### src/rtl/axis_gbox_arb_if.sv
// Handshake bundle between requesters, arbiter and gear box.
// Requester side is packed per port; downstream side is one stream.
interface axis_gbox_arb_if #(
  parameter int NB_PORTS   = 4,
  parameter int DATA_WIDTH = 8,
  parameter int ID_WIDTH   = 2
);
  logic [NB_PORTS*DATA_WIDTH-1:0] up_data;
  logic [NB_PORTS-1:0]            up_last;
  logic [NB_PORTS-1:0]            up_val;
  logic [NB_PORTS-1:0]            up_rdy;
  logic [DATA_WIDTH-1:0]          dn_data;
  logic                           dn_last;
  logic                           dn_val;
  logic                           dn_rdy;
  logic [ID_WIDTH-1:0]            dn_id;

  modport slave (
    input  up_data, up_last, up_val, dn_rdy,
    output up_rdy, dn_data, dn_last, dn_val, dn_id
  );

  modport master (
    output up_data, up_last, up_val, dn_rdy,
    input  up_rdy, dn_data, dn_last, dn_val, dn_id
  );
endinterface

### src/rtl/axis_gbox_arb.sv
// Round-robin, packet-locked arbiter in front of the gear box.
// Grant is held from first beat to last; dn_id tags the source.
module axis_gbox_arb #(
  parameter int NB_PORTS   = 4,
  parameter int DATA_WIDTH = 8,
  parameter int ID_WIDTH   = 2
) (
  input  logic             clk,
  input  logic             rst,
  axis_gbox_arb_if.slave   bus
);

  typedef enum logic {
    IDLE = 1'b0,
    BUSY = 1'b1
  } state_t;

  state_t                state, state_nxt;
  logic [ID_WIDTH-1:0]   grant, grant_nxt;
  logic [ID_WIDTH-1:0]   ptr, ptr_nxt;
  logic [ID_WIDTH-1:0]   sel;
  logic                  found;
  logic                  g_val;
  logic                  g_last;
  logic [DATA_WIDTH-1:0] g_data;

  // First requesting port at or above ptr, else wrap to lowest
  always_comb begin
    sel   = '0;
    found = 1'b0;
    for (int p = 0; p < NB_PORTS; p++) begin
      if (!found && bus.up_val[p] && ID_WIDTH'(p) >= ptr) begin
        found = 1'b1;
        sel   = ID_WIDTH'(p);
      end
    end
    for (int p = 0; p < NB_PORTS; p++) begin
      if (!found && bus.up_val[p]) begin
        found = 1'b1;
        sel   = ID_WIDTH'(p);
      end
    end
  end

  // Select the granted port's stream
  always_comb begin
    g_val  = 1'b0;
    g_last = 1'b0;
    g_data = '0;
    for (int p = 0; p < NB_PORTS; p++) begin
      if (grant == ID_WIDTH'(p)) begin
        g_val  = bus.up_val[p];
        g_last = bus.up_last[p];
        g_data = bus.up_data[p*DATA_WIDTH +: DATA_WIDTH];
      end
    end
  end

  // Next state and combinational pass-through
  always_comb begin
    state_nxt   = state;
    grant_nxt   = grant;
    ptr_nxt     = ptr;
    bus.up_rdy  = '0;
    bus.dn_data = '0;
    bus.dn_last = 1'b0;
    bus.dn_val  = 1'b0;
    bus.dn_id   = '0;
    unique case (state)
      IDLE: begin
        if (found) begin
          grant_nxt = sel;
          state_nxt = BUSY;
        end
      end
      BUSY: begin
        bus.dn_data = g_data;
        bus.dn_last = g_last;
        bus.dn_val  = g_val;
        bus.dn_id   = grant;
        for (int p = 0; p < NB_PORTS; p++) begin
          bus.up_rdy[p] = (grant == ID_WIDTH'(p)) & bus.dn_rdy;
        end
        if (g_val && bus.dn_rdy && g_last) begin
          state_nxt = IDLE;
          if (grant == ID_WIDTH'(NB_PORTS - 1)) begin
            ptr_nxt = '0;
          end else begin
            ptr_nxt = grant + 1'b1;
          end
        end
      end
      default: state_nxt = IDLE;
    endcase
  end

  // State, grant and round-robin pointer registers
  always_ff @(posedge clk) begin
    if (rst) begin
      state <= IDLE;
      grant <= '0;
      ptr   <= '0;
    end else begin
      state <= state_nxt;
      grant <= grant_nxt;
      ptr   <= ptr_nxt;
    end
  end

endmodule
### src/flat_wrapper.sv
// flat-port wrapper written by rule: the top's interface ports become plain ports
module axis_gbox_arb_flat 
#(
  parameter int NB_PORTS   = 4,
  parameter int DATA_WIDTH = 8,
  parameter int ID_WIDTH   = 2
)
  (clk, rst, bus_up_data, bus_up_last, bus_up_val, bus_dn_rdy, bus_up_rdy, bus_dn_data, bus_dn_last, bus_dn_val, bus_dn_id);
  axis_gbox_arb_if #(.NB_PORTS(NB_PORTS), .DATA_WIDTH(DATA_WIDTH), .ID_WIDTH(ID_WIDTH)) bus_i ();
  input  logic clk;
  input  logic rst;
  input wire logic [$bits(bus_i.up_data)-1:0] bus_up_data;
  input wire logic [$bits(bus_i.up_last)-1:0] bus_up_last;
  input wire logic [$bits(bus_i.up_val)-1:0] bus_up_val;
  input wire logic [$bits(bus_i.dn_rdy)-1:0] bus_dn_rdy;
  output wire logic [$bits(bus_i.up_rdy)-1:0] bus_up_rdy;
  output wire logic [$bits(bus_i.dn_data)-1:0] bus_dn_data;
  output wire logic [$bits(bus_i.dn_last)-1:0] bus_dn_last;
  output wire logic [$bits(bus_i.dn_val)-1:0] bus_dn_val;
  output wire logic [$bits(bus_i.dn_id)-1:0] bus_dn_id;
  assign bus_i.up_data = bus_up_data;
  assign bus_i.up_last = bus_up_last;
  assign bus_i.up_val = bus_up_val;
  assign bus_i.dn_rdy = bus_dn_rdy;
  assign bus_up_rdy = bus_i.up_rdy;
  assign bus_dn_data = bus_i.dn_data;
  assign bus_dn_last = bus_i.dn_last;
  assign bus_dn_val = bus_i.dn_val;
  assign bus_dn_id = bus_i.dn_id;
  axis_gbox_arb #(.NB_PORTS(NB_PORTS), .DATA_WIDTH(DATA_WIDTH), .ID_WIDTH(ID_WIDTH)) u_core (.clk(clk), .rst(rst), .bus(bus_i));
endmodule
### config.mk
export PLATFORM = sky130hd
export DESIGN_NAME = axis_gbox_arb_flat
export DESIGN_NICKNAME = d
export VERILOG_FILES = /design/src/rtl/axis_gbox_arb_if.sv /design/src/rtl/axis_gbox_arb.sv /design/src/flat_wrapper.sv
export SDC_FILE = /design/constraint.sdc
export NUM_CORES = 1
export LEC_CHECK = 0
export ABC_AREA = 1
export CAP_MARGIN = 15
export CORE_UTILIZATION = 35
export CTS_BUF_LIST = sky130_fd_sc_hd__clkbuf_8
export DETAILED_ROUTE_END_ITERATION = 16
export PLACE_DENSITY = 0.81
export SETUP_SLACK_MARGIN = 0.5
export SKIP_LAST_GASP = 1
export SLEW_MARGIN = 15
export SYNTH_ARGS = -nofsm -noshare
export SYNTH_HDL_FRONTEND = slang
export SYNTH_SLANG_ARGS = --single-unit
### constraint.sdc
create_clock -name clk -period 1.75 [get_ports clk]
set_input_delay 0.35 -clock clk [delete_from_list [all_inputs] [get_ports clk]]
set_output_delay 0.35 -clock clk [all_outputs]
set_load 0.005 [all_outputs]
==> metrics.md, run 1 <==
| Metric | Value |
|---|---|
| I/O Buffers | 58 |
| Mapped Cells | 141 |
| Site Rows | 16 |
| Asr flop ratio synth | 0% |
| CTS Buf Count | 3 |
| Synth area leaders | o21ai_0, a21oi_1, dfxtp_1 |
| Largest net degree at the start of global routing | 16 |
| Starting Density | 39.0% |
| Syn Nets | 188 |
| Worst End Pin Type | top-level output |
| Post-DP HPWL | 2530 um |
| Die width | 49.7 um |
| Number of synthesized flops with an enable pin | 0 |
| Max clock buf depth | 2 |
| Ys flop type | dfxtp_1 |
| Number of synthesized register bits | 5 |
| Depth of the CTS H-tree | 1 |
| CTS Hold Bufs | 0 |
| Status | aborted with a tool error |
| Sequential fraction of the synthesis area | 12.6% |
| Synth unique cells | 26 |
| Synth Cell Area | 797 um2 |
| Top-area cell type share of the netlist area | 15.1% |
| Top post-synthesis cells by count | nand2_1, o21ai_0, a21oi_1 |
| Clock Sinks | 5 |
| Synth Area per Inst | 5.65 um2 |
| Run Error | [ERROR DPL-0038] Utilization greater than 100%, impossible to legalize |
| I/O pin cnt | 59 |
| Gpl congestion | 0.782 |
| YS warnings | 0 |
| Fail Step | global routing (5_1_grt) |
| Crit. endpoint post-GRT repair | bus_dn_last |
| Die span in y | 49.7 um |
| Most common cell in the netlist | nand2_1 |
| Largest area contributor in the netlist | o21ai_0 |
| Root buf cell | clkbuf_8 |
what timing repair did:
item,CTS
pin swaps,36
gates resized for setup,118
endpoints found under the setup margin,21
gates cloned,3
endpoints found under the hold margin,0
setup buffers,17
kinds of logic after synthesis:
family | after synthesis | synth area share (%)
compound gates | 48 | 31.2
fa+ha+maj | 4 | 6.28
simple gates | 63 | 37.7
buf+inv | 21 | 12.2
flops | 5 | 12.6
per-stage QoR:
step	instances	cell area, um2	setup slack (ns)
after floorplan	141	885	0.304
after detailed placement	239	1600	-0.383
after global placement	239	1600	-0.373
after CTS	263	1950	-0.167
==> run 2, diff against run 1 <==
- CORE_UTILIZATION: 35 -> 20
- CTS_BUF_LIST: sky130_fd_sc_hd__clkbuf_8 -> unset
- PLACE_DENSITY: 0.81 -> unset
- PLACE_DENSITY_LB_ADDON: unset -> 0.15
- SETUP_SLACK_MARGIN: 0.5 -> unset
==> metrics.md, run 2 <==
| Metric | Value |
|---|---|
| Placed Cells | 267 |
| CP endpoint kind | primary output |
| PnR worst setup slack | -0.160 ns |
| Die ar. | 4240 um2 |
| Worst Setup Start Kind | flop |
| Core box area | 3740 um2 |
| Number of synthesized flops with an enable pin | 0 |
| Syn Nets | 188 |
| Final setup fails | 11 |
| Top post-synthesis cells by count | nand2_1, o21ai_0, a21oi_1 |
| I/O pin cnt | 59 |
| DRC viols | 0 |
| Slew Viols, Final | 0 |
| Via density | 4.53 |
| Synth area leaders | o21ai_0, a21oi_1, dfxtp_1 |
| Asr flop ratio synth | 0% |
| Hold Crit Depth | 2 |
| Ys flop type | dfxtp_1 |
| TritonCTS clock tree | built |
| Final Power | 890 uW |
| Post-DP HPWL | 2770 um |
| CTS Hold Bufs | 0 |
| HP Class | flop to flop |
| Largest area contributor in the netlist | o21ai_0 |
| Gpl congestion | 0.829 |
| Peak supply drop | 0.488 mV |
| Root buf cell | clkbuf_8 |
| CTS Buf Count | 3 |
| YS warnings | 0 |
| Clock latency on the worst-skew pair | 0.22 ns |
| GRT Total Usage | 17.3% |
| First-pass GRT wire length | 5770 um |
| # diodes | 0 |
| Worst-path clk slew | 0.04 ns |
| PD cells | 482 nW/um2 |
| NumNets Final | 278 |
| Depth of the CTS H-tree | 1 |
| Max Cap Viol | 0 |
| Most frequent cells in the layout | clkdlybuf4s50_1, nand2_1, buf_4 |
| Worst R2R Path Depth | 13 |
| Share of layout cells above drive strength 1 | 38.7% |
| Mapped Cells | 141 |
| Synth unique cells | 26 |
| Commonest non-fill, non-tap cell in the layout | clkdlybuf4s50_1 |
| Largest net degree at the start of global routing | 13 |
| Final Cell Area | 1850 um2 |
| Failing checks | setup timing |
| Largest regs | u_core.grant x2, u_core.ptr x2, u_core.state x1 |
| Status | complete, but fails checks |
| Number of vias in the routed layout | 1258 |
| Static Leak | 0.000807 uW |
| Worst slew pin tran | 0.288 ns |
| Routed len/inst | 13.1 um |
| I/O Buffers | 58 |
| Die span in y | 65.1 um |
| Initial antenna violation count | 0 |
| Crit Path Category | flop to primary output |
| Number of synthesized register bits | 5 |
| Die width | 65.1 um |
| Starting Density | 21.3% |
| Final hold vios | 0 |
| Site Rows | 22 |
| Synth Cell Area | 797 um2 |
| DP Area | 1590 um2 |
| RSZ-0062 raised after global routing | true |
| Max clock buf depth | 2 |
| Congestion Overflow GR | 0 |
| CP arrival | 1.56 ns |
| Post-DRT Antenna Nets | 0 |
| Pre-antenna DRT Iters | 4 |
| Finished Layout Cells | 278 |
| Max transition margin | 80.6% |
| Top-area cell type share of the netlist area | 15.1% |
| Skew final | 0.00385 ns |
| Clock Sinks | 5 |
| Max Freq | 524 MHz |
| Iteration-0 DRC Markers | 59 |
| Vias in the first global route | 1256 |
| Sequential fraction of the synthesis area | 12.6% |
| P&R area growth vs syn | 132% |
| Synth Area per Inst | 5.65 um2 |
| Routed wire length | 3640 um |
| Min cycle time layout | 1.91 ns |
| Worst Path Required | 1.40 ns |
| Ratio of final minimum period to clock period | 109% |
| Crit-path max FO | 5 |
| Most common cell in the netlist | nand2_1 |
==> run 2: cell counts after synthesis <==
No cell type changed its count.
==> run 2: critical path, cell delays in order, from the launching register on <==
cell and delay [ns]:
dfxtp_4 0.35, inv_4 0.05, ha_4 0.19, clkbuf_16 0.16
buf_4 0.13, nand2_2 0.08, nand3_4 0.09, a21oi_4 0.15
buf_2 0.13
==> run 2: timing repair <==
| item | CTS | global route |
|---|---|---|
| buffers inserted | 4 | 2 |
| pin swaps | 12 | 16 |
| endpoints found under the setup margin | 17 | 17 |
| gates cloned | 0 | 1 |
| gates resized for setup | 90 | 30 |
==> run 2: cell families (layout without fill, tap and decap cells) <==
logic type                 after synthesis  after routing  synth area share (%)
DFF                                      5              5                  12.6
buffers and inverters                   21            110                  12.2
and+or+nand+nor                         63             63                  37.7
adders and majority gates                4              4                  6.28
AOI/OAI and AO/OA                       48             48                  31.2
==> run 2: worst paths after layout <==
path | slack (ns) | to | from
setup reg to reg | 0.12 | u_core.ptr[1] | u_core.grant[1]
setup / recovery | -0.16 | bus_dn_val | u_core.grant[1]
hold reg to reg | 0.51 | u_core.ptr[0] | u_core.ptr[0]
hold / removal | 0.51 | u_core.ptr[0] | u_core.ptr[0]
==> run 2: where the power goes <==
part	switching (uW)	internal [uW]
Clock	56.3	156
Sequential	12.9	123
Combinational	244	298
==> run 2: cell type report <==
| class | instances | area (um2) |
|---|---|---|
| Fill cell | 400 | 1900 |
| Timing Repair Buffer | 91 | 826 |
| Multi-Input combinational cell | 115 | 732 |
| Sequential cell | 5 | 111 |
| Inverter | 15 | 71.3 |
| Tap cell | 48 | 60.1 |
| Clock buffer | 4 | 45.0 |
==> run 2: stage by stage <==
stage | setup TNS, ns | setup slack (ns) | hold WS [ns] | util (%)
final | -1.22 | -0.160 | 0.507 | 49.3
after detailed placement | -5.65 | -0.496 | 0.509 | 42.6
after floorplan | 0 | 0.120 | 0.420 | -
after global placement | -5.35 | -0.500 | 0.487 | 42.6
after global routing | -2.10 | -0.224 | 0.531 | 49.3
after CTS | -1.19 | -0.197 | 0.514 | 46.3
==> run 2: metal layers <==
metal / share of wire [%] / global-route usage (%)
met5: 0 / 0
met3: 5.1 / 2.78
met2: 50 / 32.7
met1: 44 / 20.8
met4: 0.27 / 2.45
No activity file was read; power rests on OpenSTA's default activity.
